--- src/rtl/pc_sequencer.sv ---
// pc_sequencer: MIPS fetch PC register and next-PC sequencer.
// Define PC_DELAY_SLOT_EN for branch-delay-slot sequencing; otherwise redirects are immediate and flushed.
module pc_sequencer #(
    parameter int WIDTH = 32,
    parameter logic [WIDTH-1:0] RESET_PC = '0
) (
    input  logic             clk,
    input  logic             rst_n,
    input  logic             stall,
    input  logic             br_valid,
    input  logic             br_taken,
    input  logic [WIDTH-1:0] br_target,
    input  logic             jump_valid,
    input  logic [WIDTH-1:0] jump_target,
    output logic [WIDTH-1:0] pc,
    output logic             redirect,
    output logic             flush,
    output logic             misalign,
    output logic             bad_slot
);
    logic [WIDTH-1:0] raw, aligned, pc_n;
    logic ev, redirect_n, flush_n, misalign_n, bad_slot_n;
    assign raw = jump_valid ? jump_target : br_target;
    assign aligned = {raw[WIDTH-1:2], 2'b00};
    assign ev = !stall && (jump_valid || (br_valid && br_taken));
`ifdef PC_DELAY_SLOT_EN
    typedef enum logic {SEQ, SLOT} state_t;
    state_t state, state_n;
    logic [WIDTH-1:0] tgt, tgt_n;
    always_comb begin
        pc_n = pc;
        state_n = state;
        tgt_n = tgt;
        redirect_n = 1'b0;
        flush_n = 1'b0;
        misalign_n = 1'b0;
        bad_slot_n = 1'b0;
        if (!stall && state == SLOT) begin
            pc_n = tgt;
            redirect_n = 1'b1;
            state_n = SEQ;
            bad_slot_n = ev;
        end else if (!stall) begin
            pc_n = pc + WIDTH'(4);
            if (ev) begin
                tgt_n = aligned;
                state_n = SLOT;
                misalign_n = |raw[1:0];
            end
        end
    end
    always_ff @(posedge clk or negedge rst_n)
        if (!rst_n) begin
            state <= SEQ;
            tgt <= '0;
        end else begin
            state <= state_n;
            tgt <= tgt_n;
        end
`else
    always_comb begin
        pc_n = stall ? pc : ev ? aligned : pc + WIDTH'(4);
        redirect_n = ev;
        flush_n = ev;
        misalign_n = ev && |raw[1:0];
        bad_slot_n = 1'b0;
    end
`endif
    always_ff @(posedge clk or negedge rst_n)
        if (!rst_n) begin
            pc <= RESET_PC;
            redirect <= 1'b0;
            flush <= 1'b0;
            misalign <= 1'b0;
            bad_slot <= 1'b0;
        end else begin
            pc <= pc_n;
            redirect <= redirect_n;
            flush <= flush_n;
            misalign <= misalign_n;
            bad_slot <= bad_slot_n;
        end
endmodule

--- config.mk ---
export PLATFORM = sky130hd
export DESIGN_NAME = pc_sequencer
export DESIGN_NICKNAME = d
export VERILOG_FILES = /design/src/rtl/pc_sequencer.sv
export SDC_FILE = /design/constraint.sdc
export NUM_CORES = 1
export LEC_CHECK = 0
export CAP_MARGIN = 20
export CORE_MARGIN = 10
export CORE_UTILIZATION = 30
export DETAILED_ROUTE_END_ITERATION = 10
export PLACE_DENSITY = 0.71
export SLEW_MARGIN = 25
export SYNTH_ARGS = -nofsm -noshare
export SYNTH_HDL_FRONTEND = slang
export SYNTH_SLANG_ARGS = --single-unit
--- constraint.sdc ---
create_clock -name clk -period 2.71 [get_ports clk]
set_input_delay 0.4065 -clock clk [delete_from_list [all_inputs] [get_ports clk]]
set_output_delay 0.4065 -clock clk [all_outputs]
set_load 0.02 [all_outputs]
Yosys cells after proc, flatten, opt, wreduce, memory -nomap -nowiden:

Index checks and enable logic that the tools add are counted.

* multiplexer cells: 2
* add/subtract/negate cells: 1
* reduce and logical (&&, ||, !) cells: 6

Operators with widths (count)
* $mux W32: 2
* $add A32 B3 Y32 const B: 1
* $logic_and A1 B1 Y1: 3
* $reduce_or A2 Y1: 1
* $logic_not A1 Y1: 1
* $logic_or A1 B1 Y1: 1

* register bits: 34
* logic and storage cells: 12

Longest topological paths before layout:

* depth in word-level cells: 4
* gate-level depth with buffers: 7
* depth with buffers taken out: 5

Least setup slack after synthesis:

No wires, ideal clock.

* kind: register to register
* start point: register pc[2]
* end point: register pc[20]
* stages on the path, launching flop included: 7
* required time: 2.641 ns
* slack: 0.529 ns
* arrival: 2.112 ns
* cell sequence: dfrtp_1 -> ha_1 -> nand4_1 -> or4_1 -> clkbuf_1 -> or4b_1 -> nand3_1

* word-level cells in the longest chain between the ends: 2

RTL lines
* start, declared: RTL line 15 `output logic [WIDTH-1:0] pc,`
* start signal, assigned: RTL line 77 `pc <= pc_n;`
* $add A32 B3 Y32: RTL line 62 `pc_n = stall ? pc : ev ? aligned : pc + WIDTH'(4);`
* $mux W32: RTL line 62

Every way passes these cells.
A chain may end at the register's enable or synchronous reset.

Worst setup path in the final report:

Ends and elaborated chain as after synthesis.

==> out/results.tsv <==
metric	value	unit
Hold Buf Count CTS	0	
Slew HR	58.7	%
drt pass-1 iters	7	
Synth Area in Simple Gates	25.7	%
post-synthesis compound-gate area fraction	28.5	%
# resized after CTS	0	
number of synthesized register bits	32	
Final ANT Viol Nets	0	
DR vias	2903	
multiplexer share of the synthesized area	5.70	%
Synth Warn #	0	
Metal-1 WL	4000	um
Mapped Avg Cell Area	8.71	um2
fmax	436	MHz
combinational family with the most area after synthesis	compound AO/OA/AOI/OAI gates	
# Post-CTS Setup Buffers	0	
die width	111	um
max-cap violations	0	
worst hold path class	in2async	
CP Class	reg2reg	
Seq/Total Area, Yosys	32.3	%
actual slew at the worst max-slew pin	0.618	ns
Worst-Skew Late Latency	0.29	ns
CORE AREA	8130	um2
pwr/cell area	484	nW/um2
Setup crit start kind	flip-flop	
routability cong.	0.896	
gr usage total	15.0	%
max incr delay on CP	0.68	ns
fin. max-slew vios	0	
CTS Buffer Depth	2	
met3 wire len	1040	um
most frequent cells in the layout	102 x clkdlybuf4s50_1, 32 x dfrtp_1, 19 x nand3_1, 17 x nor2_1, 16 x nand2_1	
H-Tree Depth	2	
final setup fails	0	
largest net degree at the start of global routing	44	
Area growth, synth to finish	48.6	%
Post-DP HPWL	7510	um
Period minus WS final	2.29	ns
met2 WL	4670	um
drt drc	0	
Primary FF master, synth	dfrtp_1	
RSZ-0062 raised after global routing	no	
Slowest-stage cell, CP	or4_1	
Clock Pin Slew Worst Setup and Hold Paths	0.07	ns
drt total wl	9780	um
Synth cell types	67	
DIE HEIGHT	111	um
Remaining Overflow, GRT	0	
Core Util, Final	45.3	%
TritonCTS Buffers	5	
CP arrival	2.53	ns
TritonCTS clock tree	built	
1st-iter DRT viols	258	
adder-cell area share of the yosys netlist	0.504	%
fraction of layout cells with a size suffix above 1	8.01	%
synthesized area	2480	um2
Worst Skew	0.00868	ns
die area	12300	um2
routed len/inst	19.9	um
status	completed	
fin crit share	84.6	%
Leak	1.39	nW
initial antenna violation count	0	
commonest non-fill, non-tap cell in the layout	clkdlybuf4s50_1	
Antenna diodes	0	
Layout Nets	457	
Mapped Cells	285	
root buffer selected by CTS	clkbuf_8	
Synth async-reset ratio	100	%
Top Metal Used	met4	
Final TNS setup	0	ns
overall power	1.79	mW
vias in the first global route	2864	
number of synthesized flops with an enable pin	0	
Core Rows	33	
io pins	106	
Crit Path Max Fanout	7	
initial core utilization	30.5	%
# clock sinks	32	
Hold Vio Cnt, Final	0	
vias per cell	5.90	
WP data required	2.94	ns
CP Capture Type	flip-flop	
sequence of cells on the critical path	ha_1 -> nand4_1 -> or4_1 -> or4b_1 -> nand3_1	
Synth Area in XOR/XNOR	0	%
first-pass GRT wire length	15600	um
Buffers on Ports	102	
maximum vdd drop	223	uV
-- per-stage QoR --
stage	area (um2)	setup WS (ns)	hold WS (ns)	instances
2_1_floorplan	2490	0.529	0.111	287
4_1_cts	3690	0.438	0.545	492
3_3_place_gp	3600	0.329	0.592	484
6_report	3690	0.418	0.525	492
5_1_grt	3690	0.255	0.577	492
3_5_place_dp	3600	0.292	0.586	484
-- routing by layer --
metal / vias up / track usage (%)
met5: - / 0
met3: 8 / 5.36
met4: 0 / 3.21
met2: 159 / 24.2
li1: 1345 / -
met1: 1391 / 18.8
-- sequential cells by signal, indices dropped and copies added (netlist names) --
name and flops:
pc 30, flush 1, misalign 1
-- report_power, final --
group	total (mW)	leakage, nW	switching [mW]	internal [mW]
logic	0.704	0.977	0.344	0.360
registers	0.689	0.370	0.138	0.552
clock network	0.392	0.0455	0.185	0.207
total	1.79	1.39	0.667	1.12
-- cells in the mapped netlist (9+ instances only) --
| cell type | n | share of area, % |
|---|---|---|
| dfrtp_1 | 32 | 32 |
| nand3_1 | 19 | 3.8 |
| nor2_1 | 17 | 2.6 |
| a21oi_1 | 16 | 3.2 |
| nand2_1 | 16 | 2.4 |
| clkbuf_1 | 15 | 2.3 |
| mux2i_1 | 13 | 5.2 |
| nand4_1 | 12 | 3.0 |
| o22a_1 | 11 | 3.9 |
| nor3_1 | 9 | 1.8 |
-- worst max-delay path: cells and delay by family (launching register included) --
family | cells | cell delay [ns]
DFF | 1 | 0.46
adders and majority gates | 1 | 0.28
and+or+nand+nor | 4 | 1.50
-- cells by family (layout without fill, tap and decap cells) --
logic type,count (synthesis),count (layout)
and+or+nand+nor,112,112
AOI/OAI and AO/OA,95,95
muxes,14,14
DFF,32,32
adders and majority gates,1,1
buffers and inverters,30,130
other,1,3
-- worst paths after layout --
path	cells after the start	slack, ns	to	startpoint
min	2	0.52	pc[20]	rst_n
min in group clk	1	0.61	pc[12]	pc[12]
max	5	0.42	pc[20]	pc[2]
max reg2reg	5	0.42	pc[20]	pc[2]
min reg2reg	1	0.61	pc[12]	pc[12]
max in group asynchronous	2	1.87	pc[2]	rst_n
-- layout make-up --
cell class                 instances  area [um2]
fill                             773        4450
multi-input combinational        225        1510
timing repair buffer             117        1130
sequential                        32         801
tap                              105         131
clock buffer                       8        90.1
inverter                           5        18.8
No activity file was read; power rests on OpenSTA's default activity.
